`src/rtl/booth_pkg.sv`:
```
// Shared constants for the sequential Booth multiplier.
// State encoding, radix-4 digit encoding and iteration count helper.
package booth_pkg;

  localparam logic [1:0] IDLE = 2'd0;
  localparam logic [1:0] RUN  = 2'd1;
  localparam logic [1:0] DONE = 2'd2;

  typedef enum logic [2:0] {
    ZERO = 3'd0,
    PM   = 3'd1,
    P2M  = 3'd2,
    NM   = 3'd3,
    N2M  = 3'd4
  } digit_t;

  // Iterations over the WIDTH+2 bit extended multiplier.
  function automatic int iter_count(input int width, input int radix);
    return (radix == 4) ? (width + 2) / 2 : width + 2;
  endfunction

endpackage

```
`src/rtl/booth_mult_seq_recode.sv`:
```
// Booth recoder: maps the multiplier window to a signed multiple of M.
// Output is one bit wider than M so that +/-2M never overflows.
module booth_recode
  import booth_pkg::*;
#(
  parameter int IW    = 18,
  parameter int RADIX = 2
) (
  input  logic [2:0]  win,
  input  logic [IW-1:0] m,
  output logic [IW:0]   addend
);

  digit_t d2;
  digit_t d4;
  digit_t dig;
  logic [IW:0] me;
  logic [IW:0] me2;

  // Select the Booth digit for the current window.
  always_comb begin
    d2 = ZERO;
    d4 = ZERO;
    unique case (win[1:0])
      2'b01:   d2 = PM;
      2'b10:   d2 = NM;
      default: d2 = ZERO;
    endcase
    unique case (win)
      3'b001, 3'b010: d4 = PM;
      3'b011:         d4 = P2M;
      3'b100:         d4 = N2M;
      3'b101, 3'b110: d4 = NM;
      default:        d4 = ZERO;
    endcase
    dig = (RADIX == 4) ? d4 : d2;
  end

  // Form the selected multiple: choose M or 2M, then negate if needed.
  always_comb begin
    me  = {m[IW-1], m};
    me2 = {m, 1'b0};
    addend = '0;
    unique case (dig)
      PM:      addend = me;
      P2M:     addend = me2;
      NM:      addend = -me;
      N2M:     addend = -me2;
      default: addend = '0;
    endcase
  end

endmodule

```
`src/rtl/booth_mult_seq.sv`:
```
// Sequential Booth multiplier, radix 2 or 4, signed or unsigned.
// start/busy/done handshake with abort and asynchronous reset.
module booth_mult_seq
  import booth_pkg::*;
#(
  parameter int WIDTH = 16,
  parameter int RADIX = 2
) (
  input  logic                 clk,
  input  logic                 rst,
  input  logic                 start,
  input  logic                 abort,
  input  logic                 signed_mode,
  input  logic [WIDTH-1:0]     m_in,
  input  logic [WIDTH-1:0]     q_in,
  output logic                 busy,
  output logic                 done,
  output logic [2*WIDTH-1:0]   product
);

  localparam int IW   = WIDTH + 2;
  localparam int AW   = IW + 1;
  localparam int ITER = iter_count(WIDTH, RADIX);
  localparam int CW   = $clog2(ITER + 1);
  localparam int SH   = (RADIX == 4) ? 2 : 1;

  logic [1:0]    state;
  logic [AW-1:0] a;
  logic [IW-1:0] q;
  logic [IW-1:0] m;
  logic          qm1;
  logic [CW-1:0] cnt;

  logic [2:0]     win;
  logic [AW-1:0]  addend;
  logic [AW-1:0]  sum;
  logic [AW+IW:0] cat;
  logic [AW+IW:0] sh;
  logic [AW-1:0]  a_n;
  logic [IW-1:0]  q_n;
  logic           qm1_n;
  logic [IW-1:0]  m_ext;
  logic [IW-1:0]  q_ext;

  booth_recode #(
    .IW    (IW),
    .RADIX (RADIX)
  ) u_recode (
    .win    (win),
    .m      (m),
    .addend (addend)
  );

  // One Booth step: add the recoded multiple, then arithmetic shift.
  always_comb begin
    win   = (RADIX == 4) ? {q[1], q[0], qm1} : {1'b0, q[0], qm1};
    sum   = a + addend;
    cat   = {sum, q, qm1};
    sh    = $signed(cat) >>> SH;
    a_n   = sh[AW+IW:IW+1];
    q_n   = sh[IW:1];
    qm1_n = sh[0];
  end

  // Operand extension to the internal width on accept.
  always_comb begin
    m_ext = signed_mode ? {{2{m_in[WIDTH-1]}}, m_in} : {2'b00, m_in};
    q_ext = signed_mode ? {{2{q_in[WIDTH-1]}}, q_in} : {2'b00, q_in};
  end

  // Control FSM, counter and shift registers.
  always_ff @(posedge clk or posedge rst) begin
    if (rst) begin
      state   <= IDLE;
      a       <= '0;
      q       <= '0;
      m       <= '0;
      qm1     <= 1'b0;
      cnt     <= '0;
      product <= '0;
    end else begin
      case (state)
        RUN: begin
          if (abort) begin
            state <= IDLE;
          end else begin
            a   <= a_n;
            q   <= q_n;
            qm1 <= qm1_n;
            cnt <= cnt - CW'(1);
            if (cnt == CW'(1)) begin
              product <= {a_n[2*WIDTH-IW-1:0], q_n};
              state   <= DONE;
            end
          end
        end
        IDLE, DONE: begin
          if (start) begin
            a     <= '0;
            q     <= q_ext;
            m     <= m_ext;
            qm1   <= 1'b0;
            cnt   <= CW'(ITER);
            state <= RUN;
          end else begin
            state <= IDLE;
          end
        end
        default: state <= IDLE;
      endcase
    end
  end

  assign busy = (state == RUN);
  assign done = (state == DONE);

endmodule

```
`config.mk`:
```
export PLATFORM = sky130hd
export DESIGN_NAME = booth_mult_seq
export DESIGN_NICKNAME = d
export VERILOG_FILES = /design/src/rtl/booth_pkg.sv /design/src/rtl/booth_mult_seq_recode.sv /design/src/rtl/booth_mult_seq.sv
export SDC_FILE = /design/constraint.sdc
export NUM_CORES = 1
export LEC_CHECK = 0
export ABC_AREA = 1
export CORE_ASPECT_RATIO = 2
export CORE_MARGIN = 2
export CORE_UTILIZATION = 25
export CTS_CLUSTER_SIZE = 10
export DETAILED_ROUTE_END_ITERATION = 16
export GPL_TIMING_DRIVEN = 0
export PLACE_DENSITY = 0.46
export SLEW_MARGIN = 0
export SYNTH_ARGS = -nofsm -noshare
export SYNTH_HDL_FRONTEND = slang
export SYNTH_SLANG_ARGS = --single-unit
```
`constraint.sdc`:
```
create_clock -name clk -period 4.6 [get_ports clk]
set_input_delay 0.92 -clock clk [delete_from_list [all_inputs] [get_ports clk]]
set_output_delay 0.92 -clock clk [all_outputs]
set_load 0.1 [all_outputs]
```
==> flow_summary.html <==
<table>
<tr><th>Metric</th><th>Value</th></tr>
<tr><th colspan="2">Status</th></tr>
<tr><td>Outcome</td><td>finished, final reports clean</td></tr>
<tr><th colspan="2">Global route</th></tr>
<tr><td>Global Route Usage Sum</td><td>0.1550</td></tr>
<tr><td>Overflow left after global routing</td><td>0</td></tr>
<tr><td>Wire length of the first global-routing pass</td><td>26.79 mm</td></tr>
<tr><td>Initial antenna violation count</td><td>0</td></tr>
<tr><td>Largest net degree at the start of global routing</td><td>61</td></tr>
<tr><td>Via count of the first global-routing pass</td><td>5203</td></tr>
<tr><th colspan="2">Routing</th></tr>
<tr><td>Post-route ant nets</td><td>0</td></tr>
<tr><td>Final routed DRC violation total</td><td>0</td></tr>
<tr><td>Vias</td><td>4863</td></tr>
<tr><td>DR WL/cell</td><td>15.50 µm</td></tr>
<tr><td>Number of design-rule violations left by the first detailed-router iteration</td><td>187</td></tr>
<tr><td>Total wirelength of the detailed-routed design</td><td>16.44 mm</td></tr>
<tr><td>Drt via density</td><td>4.583</td></tr>
<tr><td>Initial DRT Pass Iterations</td><td>4</td></tr>
<tr><th colspan="2">Job</th></tr>
<tr><td>Count of max-cap constraint violations</td><td>0</td></tr>
<tr><th colspan="2">CTS</th></tr>
<tr><td>Clock tree from TritonCTS</td><td>done</td></tr>
<tr><td>H-Tree Level Count</td><td>3</td></tr>
<tr><td>Clock transition at the register clock pins on the worst setup and hold paths after CTS</td><td>70 ps</td></tr>
<tr><td>Post-CTS repair timing setup buffer count</td><td>0</td></tr>
<tr><td>Number of resized instances in the post-cts repair step</td><td>0</td></tr>
<tr><td>Num Clock Sinks</td><td>93</td></tr>
<tr><td>Inserted Clock Buffers</td><td>9</td></tr>
<tr><td>Clock latency at the later pin of the worst-skew pair</td><td>370 ps</td></tr>
<tr><td>Largest buffer count on any clock path</td><td>2</td></tr>
<tr><td>Post-CTS Hold Buffers</td><td>0</td></tr>
<tr><td>Root buf cell</td><td>sky130_fd_sc_hd__clkbuf_16</td></tr>
<tr><th colspan="2">Synth</th></tr>
<tr><td>Ys async rst share</td><td>1.000</td></tr>
<tr><td>Avg Inst Size Synth</td><td>7.619 µm²</td></tr>
<tr><td>Part of the Yosys area used for sequential elements</td><td>0.4333</td></tr>
<tr><td>Cell Area, Synth</td><td>5371 µm²</td></tr>
<tr><td>Count of cell types in the netlist</td><td>38</td></tr>
<tr><td>Synth warnings</td><td>0</td></tr>
<tr><td>Number of enable-type register cells in the synthesized netlist</td><td>0</td></tr>
<tr><td>Net count after synthesis</td><td>766</td></tr>
<tr><td>Register bit count reported by yosys</td><td>93</td></tr>
<tr><td>Cells after synthesis</td><td>705</td></tr>
<tr><td>Leading register cell type out of synthesis</td><td>sky130_fd_sc_hd__dfrtp_1</td></tr>
<tr><th colspan="2">Worst setup path</th></tr>
<tr><td>Largest fanout on the critical path</td><td>10</td></tr>
<tr><td>WP data required</td><td>4830 ps</td></tr>
<tr><td>Critical Path End Type</td><td>flip-flop</td></tr>
<tr><td>Kind of launch point of the worst setup path</td><td>flip-flop</td></tr>
<tr><td>Worst EP arrival</td><td>3970 ps</td></tr>
<tr><td>Setup CP Type</td><td>flip-flop to flip-flop</td></tr>
<tr><th colspan="2">Finish</th></tr>
<tr><td>Area used by multi-input combinational logic</td><td>2621 µm²</td></tr>
<tr><td>Number of antenna diodes</td><td>0</td></tr>
<tr><td>Flip-flop and latch area</td><td>2327 µm²</td></tr>
<tr><td>Proportion of layout cells with a drive suffix above 1</td><td>0.05808</td></tr>
<tr><td>Area delta synth-&gt;final</td><td>25.97%</td></tr>
<tr><td>FILL cells</td><td>2324</td></tr>
<tr><td>Final core area utilization</td><td>0.3219</td></tr>
<tr><td>Final #Nets</td><td>848</td></tr>
<tr><th colspan="2">Timing</th></tr>
<tr><td>Max Clk Rate</td><td>268.1 MHz</td></tr>
<tr><td>Pin slew with the least headroom to its limit</td><td>1006 ps</td></tr>
<tr><td>Number of pins with negative max-slew slack in the final report</td><td>0</td></tr>
<tr><td>Worst-case headroom to the max-slew limit</td><td>0.3271</td></tr>
<tr><td>Worst clock skew</td><td>18.71 ps</td></tr>
<tr><td>Fraction of the cycle the final worst path needs</td><td>0.8110</td></tr>
<tr><td>Crit path time final</td><td>3731 ps</td></tr>
<tr><td>Smallest setup slack after layout</td><td>869.4 ps</td></tr>
<tr><td>Hold Violations, Final</td><td>0</td></tr>
<tr><td>Setup violations, final</td><td>0</td></tr>
<tr><td>Unrepaired setup endpoints after global routing</td><td>false</td></tr>
<tr><th colspan="2">Pwr</th></tr>
<tr><td>Leakage power</td><td>3.137 nW</td></tr>
<tr><td>Pwr Density</td><td>564.3 nW/µm²</td></tr>
<tr><td>IR Drop Worst-Case VDD</td><td>0.0002033 V</td></tr>
<tr><th colspan="2">Placed design</th></tr>
<tr><td>Worst slack at placement</td><td>937.3 ps</td></tr>
<tr><td>HPWL after DPL</td><td>13.23 mm</td></tr>
<tr><td>Routability cong.</td><td>0.8357</td></tr>
<tr><td>Count of buffers from port buffering</td><td>70</td></tr>
<tr><th colspan="2">Die</th></tr>
<tr><td>X dimension of the die</td><td>107.6 µm</td></tr>
<tr><td>Effective utilization at floorplan</td><td>0.2555</td></tr>
<tr><td>DIE AREA</td><td>22740 µm²</td></tr>
<tr><td>Area of the core</td><td>21020 µm²</td></tr>
<tr><td>Number of top-level pins</td><td>71</td></tr>
<tr><td>Die H</td><td>211.3 µm</td></tr>
<tr><td>Rows</td><td>75</td></tr>
<tr><th colspan="2">Worst hold path</th></tr>
<tr><td>Hold crit path type</td><td>flip-flop to flip-flop</td></tr>
</table>
[worst max-delay path: stages (launching register included)]
cell                       delay [ps]
sky130_fd_sc_hd__dfrtp_1          360
sky130_fd_sc_hd__inv_1             70
sky130_fd_sc_hd__ha_1             270
sky130_fd_sc_hd__buf_2            210
sky130_fd_sc_hd__nand2_1          240
sky130_fd_sc_hd__inv_1            140
sky130_fd_sc_hd__clkbuf_1         390
sky130_fd_sc_hd__nand2_1           90
sky130_fd_sc_hd__a31oi_1          230
sky130_fd_sc_hd__ha_1             310
sky130_fd_sc_hd__a21oi_1          200
sky130_fd_sc_hd__o21ai_0          170
sky130_fd_sc_hd__nand2_1           90
sky130_fd_sc_hd__nand2_1          130
sky130_fd_sc_hd__nand2_1           90
sky130_fd_sc_hd__nand2_1          110
sky130_fd_sc_hd__xnor2_1          350
sky130_fd_sc_hd__o21ai_0          130
[report_power, final]
| group | switching (mW) | internal [mW] | total [mW] |
|---|---|---|---|
| combinational | 1.25 | 0.542 | 1.79 |
| clock | 0.366 | 0.485 | 0.850 |
| sequential | 0.140 | 1.04 | 1.18 |
[per-layer routing]
layer	wire length [µm]	track usage	vias up	share of wire
li1	-	-	2484	-
met1	5725	0.1471	2277	0.35
met2	9777	0.3116	76	0.59
met3	390	0.02401	26	0.024
met4	549	0.07162	0	0.033
met5	0	0	-	0
[placed cells by master, fill, tap and decap left out, drive strengths merged]
cell type      instances
nand4                  4
o21ai                 89
ha                    23
o211ai                16
fa                     1
nand3b                 2
o31ai                  1
o21bai                 2
a211oi                 1
nor2                  43
nand3                 47
nand2                215
and2                   1
dfrtp                 93
a21boi                 1
nor4                   2
buf                   15
bufinv                 2
clkdlybuf4s50         70
xnor2                  5
clkinvlp               1
o22ai                  4
inv                   80
or2                    7
clkbuf                19
nor3                   3
a221oi                 1
xor2                   4
a21oi                 28
a31oi                 12
[worst paths after layout]
path | endpoint | start | slack, ps | cells past startpoint
min | product[31] | product[31] | 480 | 2
min in group asynchronous | m[15] | rst | 930 | 2
max | a[6] | q[0] | 870 | 17
min reg2reg | product[31] | product[31] | 480 | 2
max in group asynchronous | a[3] | rst | 2970 | 3
max reg2reg | a[6] | q[0] | 870 | 17
[per-stage QoR]
step | cell area (µm²) | cells | hold WS, ps | power (mW) | TNS, ps
2_1_floorplan | 5371 | 705 | 455.5 | 2.486 | 0
3_3_place_gp | 6409 | 1044 | 466.9 | 2.988 | -53180
3_5_place_dp | 6439 | 1045 | 465.4 | 2.999 | 0
4_1_cts | 6766 | 1061 | 483.2 | 3.872 | 0
5_1_grt | 6766 | 1061 | 507.4 | 4.103 | 0
6_report | 6766 | 1061 | 484.3 | 3.818 | 0
[state kept, by name, summed over array words and instances, names as in the netlist]
signal / flops
product: 32
a: 18
q: 18
m: 17
cnt: 5
state: 2
qm1: 1
[cell type report]
cell class	count	share of cell area
Buffer	24	0.01923
Clock buffer	9	0.03328
Clock inverter	7	0.01516
Inverter	76	0.04364
Multi-Input combinational cell	512	0.3874
Sequential cell	93	0.3439
Tap cell	269	0.04974
Timing Repair Buffer	71	0.1076
[Yosys cell counts (all sizes together) (10+ instances only)]
library cell	count	area share
inv	76	0.055
clkbuf	10	0.0070
a31oi	12	0.014
nand2	215	0.15
dfrtp	93	0.43
o21ai	89	0.085
nor2	43	0.039
nand3	47	0.044
ha	23	0.054
a21oi	28	0.026
buf	14	0.017
o211ai	16	0.022
[cells by family after synthesis]
group / synth area share
AOI/OAI and AO/OA: 0.1607
xor gates and xnor gates: 0.01467
adders and majority gates: 0.05730
buffers and inverters: 0.07873
DFF: 0.4333
and+or+nand+nor: 0.2553
Power figures use the tool's default switching activity.
